File: src/rtl/vga_pkg.sv
// Shared 640x480@60 timing constants and colour types for the VGA source
// and the renderers that consume its pixel coordinates.
package vga_pkg;

  localparam int H_ACTIVE = 640;
  localparam int H_FP     = 16;
  localparam int H_SYNC   = 96;
  localparam int H_BP     = 48;
  localparam int H_TOTAL  = H_ACTIVE + H_FP + H_SYNC + H_BP;

  localparam int V_ACTIVE = 480;
  localparam int V_FP     = 10;
  localparam int V_SYNC   = 2;
  localparam int V_BP     = 33;
  localparam int V_TOTAL  = V_ACTIVE + V_FP + V_SYNC + V_BP;

  localparam int H_SYNC_START = H_ACTIVE + H_FP;
  localparam int H_SYNC_END   = H_SYNC_START + H_SYNC - 1;
  localparam int V_SYNC_START = V_ACTIVE + V_FP;
  localparam int V_SYNC_END   = V_SYNC_START + V_SYNC - 1;

  localparam int COLOR_W = 24;
  localparam int CNT_W   = 10;

  typedef struct packed {
    logic [7:0] r;
    logic [7:0] g;
    logic [7:0] b;
  } rgb_t;

endpackage

File: src/rtl/pixel_clk_div.sv
// Pixel-rate enable and DAC clock from the system clock. CLK_DIV must be
// even and >= 2 so VGA_CLK has a 50% duty cycle.
module pixel_clk_div #(
  parameter int CLK_DIV = 2
) (
  input  logic clk,
  input  logic rst,
  output logic pix_en,
  output logic vga_clk
);

  localparam int DW = (CLK_DIV > 2) ? $clog2(CLK_DIV) : 1;
  localparam logic [DW-1:0] D_LAST = DW'(CLK_DIV - 1);
  localparam logic [DW-1:0] D_HALF = DW'(CLK_DIV / 2);

  logic [DW-1:0] d;
  logic [DW-1:0] d_next;

  // Next divider phase, wrapping after the last clk of a pixel.
  always_comb begin
    d_next = (d == D_LAST) ? '0 : d + 1'b1;
  end

  assign pix_en = (d == D_LAST);

  // Divider phase and DAC clock; VGA_CLK rises mid pixel so the DAC samples
  // settled data.
  always_ff @(posedge clk or negedge rst) begin
    if (!rst) begin
      d       <= '0;
      vga_clk <= 1'b0;
    end else begin
      d       <= d_next;
      vga_clk <= (d_next >= D_HALF);
    end
  end

endmodule

File: src/rtl/vga_timing_gen.sv
// VGA timing source: pixel/line counters, active and sync decode, and the
// registered DAC pin stage that keeps colour aligned with the syncs.
module vga_timing_gen
  import vga_pkg::COLOR_W, vga_pkg::CNT_W, vga_pkg::rgb_t;
#(
  parameter int H_ACTIVE    = vga_pkg::H_ACTIVE,
  parameter int H_FP        = vga_pkg::H_FP,
  parameter int H_SYNC      = vga_pkg::H_SYNC,
  parameter int H_BP        = vga_pkg::H_BP,
  parameter int V_ACTIVE    = vga_pkg::V_ACTIVE,
  parameter int V_FP        = vga_pkg::V_FP,
  parameter int V_SYNC      = vga_pkg::V_SYNC,
  parameter int V_BP        = vga_pkg::V_BP,
  parameter int CLK_DIV     = 2,
  parameter bit SYNC_ACTIVE = 1'b0
) (
  input  logic               clk,
  input  logic               rst,
  output logic [CNT_W-1:0]   xPixel,
  output logic [CNT_W-1:0]   yPixel,
  output logic               active_pixels,
  output logic               frame_start,
  input  logic [COLOR_W-1:0] vga_color,
  output logic [7:0]         VGA_R,
  output logic [7:0]         VGA_G,
  output logic [7:0]         VGA_B,
  output logic               VGA_HS,
  output logic               VGA_VS,
  output logic               VGA_BLANK_N,
  output logic               VGA_SYNC_N,
  output logic               VGA_CLK
);

  localparam int H_TOTAL = H_ACTIVE + H_FP + H_SYNC + H_BP;
  localparam int V_TOTAL = V_ACTIVE + V_FP + V_SYNC + V_BP;

  localparam logic [CNT_W-1:0] H_LAST   = CNT_W'(H_TOTAL - 1);
  localparam logic [CNT_W-1:0] V_LAST   = CNT_W'(V_TOTAL - 1);
  localparam logic [CNT_W-1:0] H_VIS    = CNT_W'(H_ACTIVE);
  localparam logic [CNT_W-1:0] V_VIS    = CNT_W'(V_ACTIVE);
  localparam logic [CNT_W-1:0] HS_FIRST = CNT_W'(H_ACTIVE + H_FP);
  localparam logic [CNT_W-1:0] HS_LAST  = CNT_W'(H_ACTIVE + H_FP + H_SYNC - 1);
  localparam logic [CNT_W-1:0] VS_FIRST = CNT_W'(V_ACTIVE + V_FP);
  localparam logic [CNT_W-1:0] VS_LAST  = CNT_W'(V_ACTIVE + V_FP + V_SYNC - 1);

  logic             pix_en;
  logic [CNT_W-1:0] h_cnt;
  logic [CNT_W-1:0] v_cnt;
  logic             h_wrap;
  logic             v_wrap;
  logic             hs_raw;
  logic             vs_raw;

  rgb_t             rgb_p1;
  logic             hs_p1;
  logic             vs_p1;
  logic             blank_n_p1;
  logic             frame_start_p1;

  pixel_clk_div #(
    .CLK_DIV (CLK_DIV)
  ) u_pixel_clk_div (
    .clk     (clk),
    .rst     (rst),
    .pix_en  (pix_en),
    .vga_clk (VGA_CLK)
  );

  assign h_wrap = (h_cnt == H_LAST);
  assign v_wrap = (v_cnt == V_LAST);

  // Pixel and line counters; the line advances on the same pix_en as the
  // column wrap.
  always_ff @(posedge clk or negedge rst) begin
    if (!rst) begin
      h_cnt <= '0;
      v_cnt <= '0;
    end else if (pix_en) begin
      h_cnt <= h_wrap ? '0 : h_cnt + 1'b1;
      if (h_wrap) begin
        v_cnt <= v_wrap ? '0 : v_cnt + 1'b1;
      end
    end
  end

  // Stage p0: decode straight from the counters. Coordinates are not clamped;
  // the renderer qualifies them with active_pixels.
  assign xPixel        = h_cnt;
  assign yPixel        = v_cnt;
  assign active_pixels = (h_cnt < H_VIS) && (v_cnt < V_VIS);
  assign hs_raw        = (h_cnt >= HS_FIRST) && (h_cnt <= HS_LAST);
  assign vs_raw        = (v_cnt >= VS_FIRST) && (v_cnt <= VS_LAST);

  // Stage p1: DAC pin register, one pixel behind the coordinates, so the
  // renderer's combinational colour lands with its own syncs and blank.
  always_ff @(posedge clk or negedge rst) begin
    if (!rst) begin
      rgb_p1         <= '0;
      hs_p1          <= ~SYNC_ACTIVE;
      vs_p1          <= ~SYNC_ACTIVE;
      blank_n_p1     <= 1'b0;
      frame_start_p1 <= 1'b0;
    end else begin
      frame_start_p1 <= pix_en && h_wrap && v_wrap;
      if (pix_en) begin
        rgb_p1     <= active_pixels ? rgb_t'(vga_color) : '0;
        hs_p1      <= hs_raw ? SYNC_ACTIVE : ~SYNC_ACTIVE;
        vs_p1      <= vs_raw ? SYNC_ACTIVE : ~SYNC_ACTIVE;
        blank_n_p1 <= active_pixels;
      end
    end
  end

  assign VGA_R       = rgb_p1.r;
  assign VGA_G       = rgb_p1.g;
  assign VGA_B       = rgb_p1.b;
  assign VGA_HS      = hs_p1;
  assign VGA_VS      = vs_p1;
  assign VGA_BLANK_N = blank_n_p1;
  assign frame_start = frame_start_p1;
  assign VGA_SYNC_N  = 1'b0;

endmodule
File: config.mk
export PLATFORM = sky130hd
export DESIGN_NAME = vga_timing_gen
export DESIGN_NICKNAME = d
export VERILOG_FILES = /design/src/rtl/vga_pkg.sv /design/src/rtl/pixel_clk_div.sv /design/src/rtl/vga_timing_gen.sv
export SDC_FILE = /design/constraint.sdc
export NUM_CORES = 1
export LEC_CHECK = 0
export ABC_AREA = 1
export BUFFER_PORTS_ARGS = -buffer_cell sky130_fd_sc_hd__buf_2
export CAP_MARGIN = 25
export CORE_UTILIZATION = 47
export DETAILED_ROUTE_END_ITERATION = 8
export PLACE_DENSITY = 0.75
export SLEW_MARGIN = 20
export SYNTH_ARGS = -nofsm -noshare
export SYNTH_HDL_FRONTEND = slang
export SYNTH_SLANG_ARGS = --single-unit
File: constraint.sdc
create_clock -name clk -period 1.59 [get_ports clk]
set_input_delay 0.3975 -clock clk [delete_from_list [all_inputs] [get_ports clk]]
set_output_delay 0.3975 -clock clk [all_outputs]
set_load 0.02 [all_outputs]
# Word level (Yosys, flattened, before mapping)
# Cells that the tools add are included.
[word_totals]
regBits = 50
[classes]
reduce_logical = 6
n_lt_le_gt_ge = 7
add_sub_neg = 3
mux = 6
eq_ne = 2
[ops]
columns = ["cell", "n"]
rows = [
  ["24-bit 2-to-1 mux", 1],
  ["10-bit by 1-bit adder with 10-bit output (second input constant)", 2],
  ["10-bit equality test (second input constant)", 2],
  ["10-bit 2-to-1 mux", 2],
  ["10-bit greater-or-equal comparator (second input constant)", 1],
  ["10-bit by 9-bit greater-or-equal comparator with 1-bit output (second input constant)", 1],
  ["10-bit <= comparator (second input constant)", 1],
  ["10-bit by 9-bit <= comparator with 1-bit output (second input constant)", 1],
  ["10-bit less-than comparator (second input constant)", 1],
  ["10-bit by 9-bit less-than comparator with 1-bit output (second input constant)", 1],
  ["1-bit logical AND", 5],
  ["1-bit 2-to-1 mux", 3],
  ["2-bit AND reduction", 1],
  ["1-bit adder (second input constant)", 1],
  ["1-bit greater-or-equal comparator (second input constant)", 1],
]

# Depth between registers and ports, before layout
[logic_depth]
word_depth = 3
mapped_depth = 8
ltp_nobuf = 8

# Cells and area by module
# A second synthesis with hierarchy kept.
[hier_totals]
hier_cells = 287
hier_area_um2 = 2426.1
[by_module_without_submodules]
columns = ["mod", "n_inst", "area_each_um2", "cells_per_inst"]
rows = [
  ["vga_timing_gen", 1, 2389.8, 284],
  ["pixel_clk_div", 1, 36.3, 3],
]

# Worst setup path after synthesis
# No wires, ideal clock.
[synth_timing]
kind = "register to output"
from = "reg h_cnt[9], in the netlist xPixel[9]"
to = "out active_pixels"
t_arrival_ns = 1.096
path_stages_with_launch = 6
path_buffers = 0
slack_ns = 0.097
cell_sequence = "dfrtp_1 -> nand2_2 -> inv_2 -> nor3_4 -> nand2_4 -> inv_1"
[synth_via]
elab_chain_len = 2
[synth_lines]
columns = ["element", "line", "rtl"]
rows = [
  ["start, declared", "vga_timing_gen.sv:47", "logic [CNT_W-1:0] h_cnt;"],
  ["start signal, assigned", "vga_timing_gen.sv:79", "h_cnt <= h_wrap ? '0 : h_cnt + 1'b1;"],
  ["10-bit less-than comparator", "vga_timing_gen.sv:90", "assign active_pixels = (h_cnt < H_VIS) && (v_cnt < V_VIS);"],
  ["1-bit logical AND", "vga_timing_gen.sv:90", ""],
  ["end, declared", "vga_timing_gen.sv:21", "output logic active_pixels,"],
]
# Every way passes these cells.

# Worst setup path in the final report
# Same ends and word-level chain as after synthesis.

==> impl_metrics.json <==
{
  "status": "finished with violations",
  "violations": "negative setup slack",
  "cts-root-buf": "clkbuf_8",
  "stdcell_area_um2": 3223,
  "wl_per_cell_um": 11.71,
  "p_total_mw": 2.331,
  "ioPinCount": 77,
  "peakVddDrop_mv": 0.5608,
  "critical_path.n_buffers_inverters": 3,
  "clock.fmax_ghz": 0.6045,
  "final_nets": 418,
  "grt_pass1_wl_um": 8604,
  "slew_violations": 0,
  "ys.warnings.count": 0,
  "fin_crit_sh": 1.040,
  "cts-buffers-inserted": 5,
  "cts_buffer_depth": 2,
  "synth-seq-cells": 49,
  "die_area_um2": 5650,
  "synth.avg_cell_area_um2": 8.617,
  "startpoint_type": "flop",
  "start_util": 0.4895,
  "grt_pass1_vias": 1988,
  "portBuffers": 75,
  "yosysMostFrequentCell": "nand2_1",
  "hold_viol": 0,
  "cp_cell_sequence": "nand2_2 > inv_4 > nor3_4 > nand2_4 > inv_2 > buf_6",
  "routed_wirelength_um": 5376,
  "fin_cells": 459,
  "cp-end-kind": "output port",
  "grt_use_total": 0.2009,
  "dp_cells": 444,
  "synth_commonest_cells": "nand2_1, dfrtp_1, nand2_2",
  "num_vias": 2181,
  "coreArea_um2": 5140,
  "tritoncts": "done",
  "preCtsSetupSlack_ns": 0.1079,
  "htreeDepth": 2,
  "cp_data_arrival_time_ns": 1.26,
  "path_delay_family": "flip-flops",
  "syn_area_um2": 2516,
  "r2r_start": "xPixel[9]",
  "seq_area_frac_synth": 0.4883,
  "holdWs_ns": 0.06004,
  "row_count": 26,
  "rsz0062_at_grt": "yes",
  "critPathMaxFanout": 3,
  "die_w_um": 75.17,
  "drc": 0,
  "grt_start_max_net_pins": 50,
  "gr-total-overflow": 0,
  "slowest_delay_ns": 0.41,
  "clk_latency_ns": 0.30,
  "drt-vias-per-instance": 4.752,
  "antenna_found_initial": 0,
  "path_clk_slew_ns": 0.08,
  "gp_congestion": 0.8802,
  "die_h_um": 75.17,
  "min_period_ns": 1.654,
  "required_ns": 1.19,
  "powerDensity_nw_per_um2": 723.3,
  "place_area_um2": 3043,
  "drt_first_pass_iters": 4,
  "synth_edf_count": 0,
  "synth_top_area_frac": 0.4674,
  "min_path_type": "input pin to asynchronous set/reset pin",
  "synthCells": 292,
  "drt_iter0_drc": 129,
  "hold_buffers": 0,
  "insertedDiodeCount": 0,
  "setup_ws_ns": -0.06422,
  "maxCapViolCount": 0,
  "ys_types": 31,
  "fillers": 452,
  "setup_violations": 1,
  "p_leak_nw": 1.688,
  "fin_skew_ns": 0.01261,
  "synth_top_cell_by_area": "dfrtp_1",
  "ys_top_cells_by_area": "dfrtp_1, nand2_1, nand2_2",
  "layout-drive-gt1-share": 0.4370,
  "ant_nets": 0,
  "async_flop_share": 1.000,
  "fin_setup_tns_ns": -0.06422,
  "area_delta_synth_final_pct": 28.10,
  "synth_flop_cell": "dfrtp_1",
  "hpwl_um": 3897,
  "cp_slowest_cell": "dfrtp_1",
  "utilization": 0.6271,
  "synth.net_count": 322,
  "worst-setup-path-type": "flop to output port",
  "clkSinkCount": 49,
  "crit_start": "xPixel[9]"
}
-- sequential cells by signal, summed over array words and instances, names as in the netlist --
| register | cells |
|---|---|
| VGA_G | 8 |
| VGA_B | 8 |
| frame_start | 1 |
| yPixel | 10 |
| u_pixel_clk_div.pix_en | 1 |
| VGA_HS | 1 |
| xPixel | 10 |
| VGA_R | 8 |
| VGA_BLANK_N | 1 |
| VGA_VS | 1 |
-- worst register-to-register path: cells and delay by family, from the launching register on --
kind	cells	cell delay [ns]
DFF	1	0.41
buffers and inverters	3	0.39
and+or+nand+nor	6	0.64
-- power by group --
part | leakage (nW) | total, mW | switching (mW) | internal, mW
Sequential | 0.601 | 1.29 | 0.0171 | 1.28
Clock | 0.0552 | 0.861 | 0.394 | 0.467
Combinational | 1.03 | 0.177 | 0.108 | 0.0686
Total | 1.69 | 2.33 | 0.519 | 1.81
-- routing by layer --
metal / vias to the layer above / share of wire / GRT usage
li1: 1105 / - / -
met1: 988 / 0.45 / 0.2655
met2: 80 / 0.47 / 0.3273
met3: 8 / 0.074 / 0.05622
met4: 0 / 0.012 / 0.05350
met5: - / 0 / 0
-- cells by family (layout without fill, tap and decap cells) --
| group | Yosys count | after routing | synth area share |
|---|---|---|---|
| AO/OA/AOI/OAI | 17 | 17 | 0.03580 |
| XOR/XNOR | 7 | 7 | 0.02437 |
| adder cells (fa/ha/maj) | 4 | 4 | 0.01989 |
| buffers and inverters | 32 | 129 | 0.06514 |
| flip-flops | 49 | 49 | 0.4883 |
| other | 1 | 1 | 0.001490 |
| AND/OR/NAND/NOR | 182 | 182 | 0.3650 |
-- cells in the final DEF, fill, tap and decap left out, types with 2 or more instances in the layout --
master	n
nor3_1	5
nand2_1	79
ha_1	4
nor2_4	2
buf_12	2
buf_4	20
o21ai_1	7
nand4_1	6
inv_1	17
clkbuf_8	5
nor3_2	2
dfrtp_1	46
inv_2	6
o21ai_0	6
nand3_1	18
dfstp_2	2
a21oi_1	2
nand2_2	44
nor2_2	3
xnor2_1	3
buf_2	74
nor2_1	18
xor2_1	4
-- worst paths after layout --
path,to,slack (ns),depth (start not counted)
setup / recovery,active_pixels,-0.06,6
hold / removal,frame_start,0.06,2
setup reg to reg,VGA_R[0],0.10,9
hold reg to reg,VGA_G[6],0.49,2
max in group asynchronous,VGA_VS,1.24,2
min in group clk,VGA_G[5],0.28,3
-- cell type report --
type / count / area, um2 / area share
Timing Repair Buffer: 97 / 571.8 / 0.1774
Clock inverter: 2 / 35.03 / 0.01087
Multi-Input combinational cell: 211 / 1134 / 0.3517
Inverter: 24 / 92.59 / 0.02873
Clock buffer: 6 / 72.57 / 0.02252
Tap cell: 70 / 87.58 / 0.02717
Sequential cell: 49 / 1230 / 0.3816
-- what timing repair did --
item | CTS | global route
endpoints found under the setup margin | 1 | 9
pin swaps | 3 | 5
setup buffers | 2 | 5
gates resized for setup | 5 | 5
Note: power is estimated with default switching activity, not from simulation.
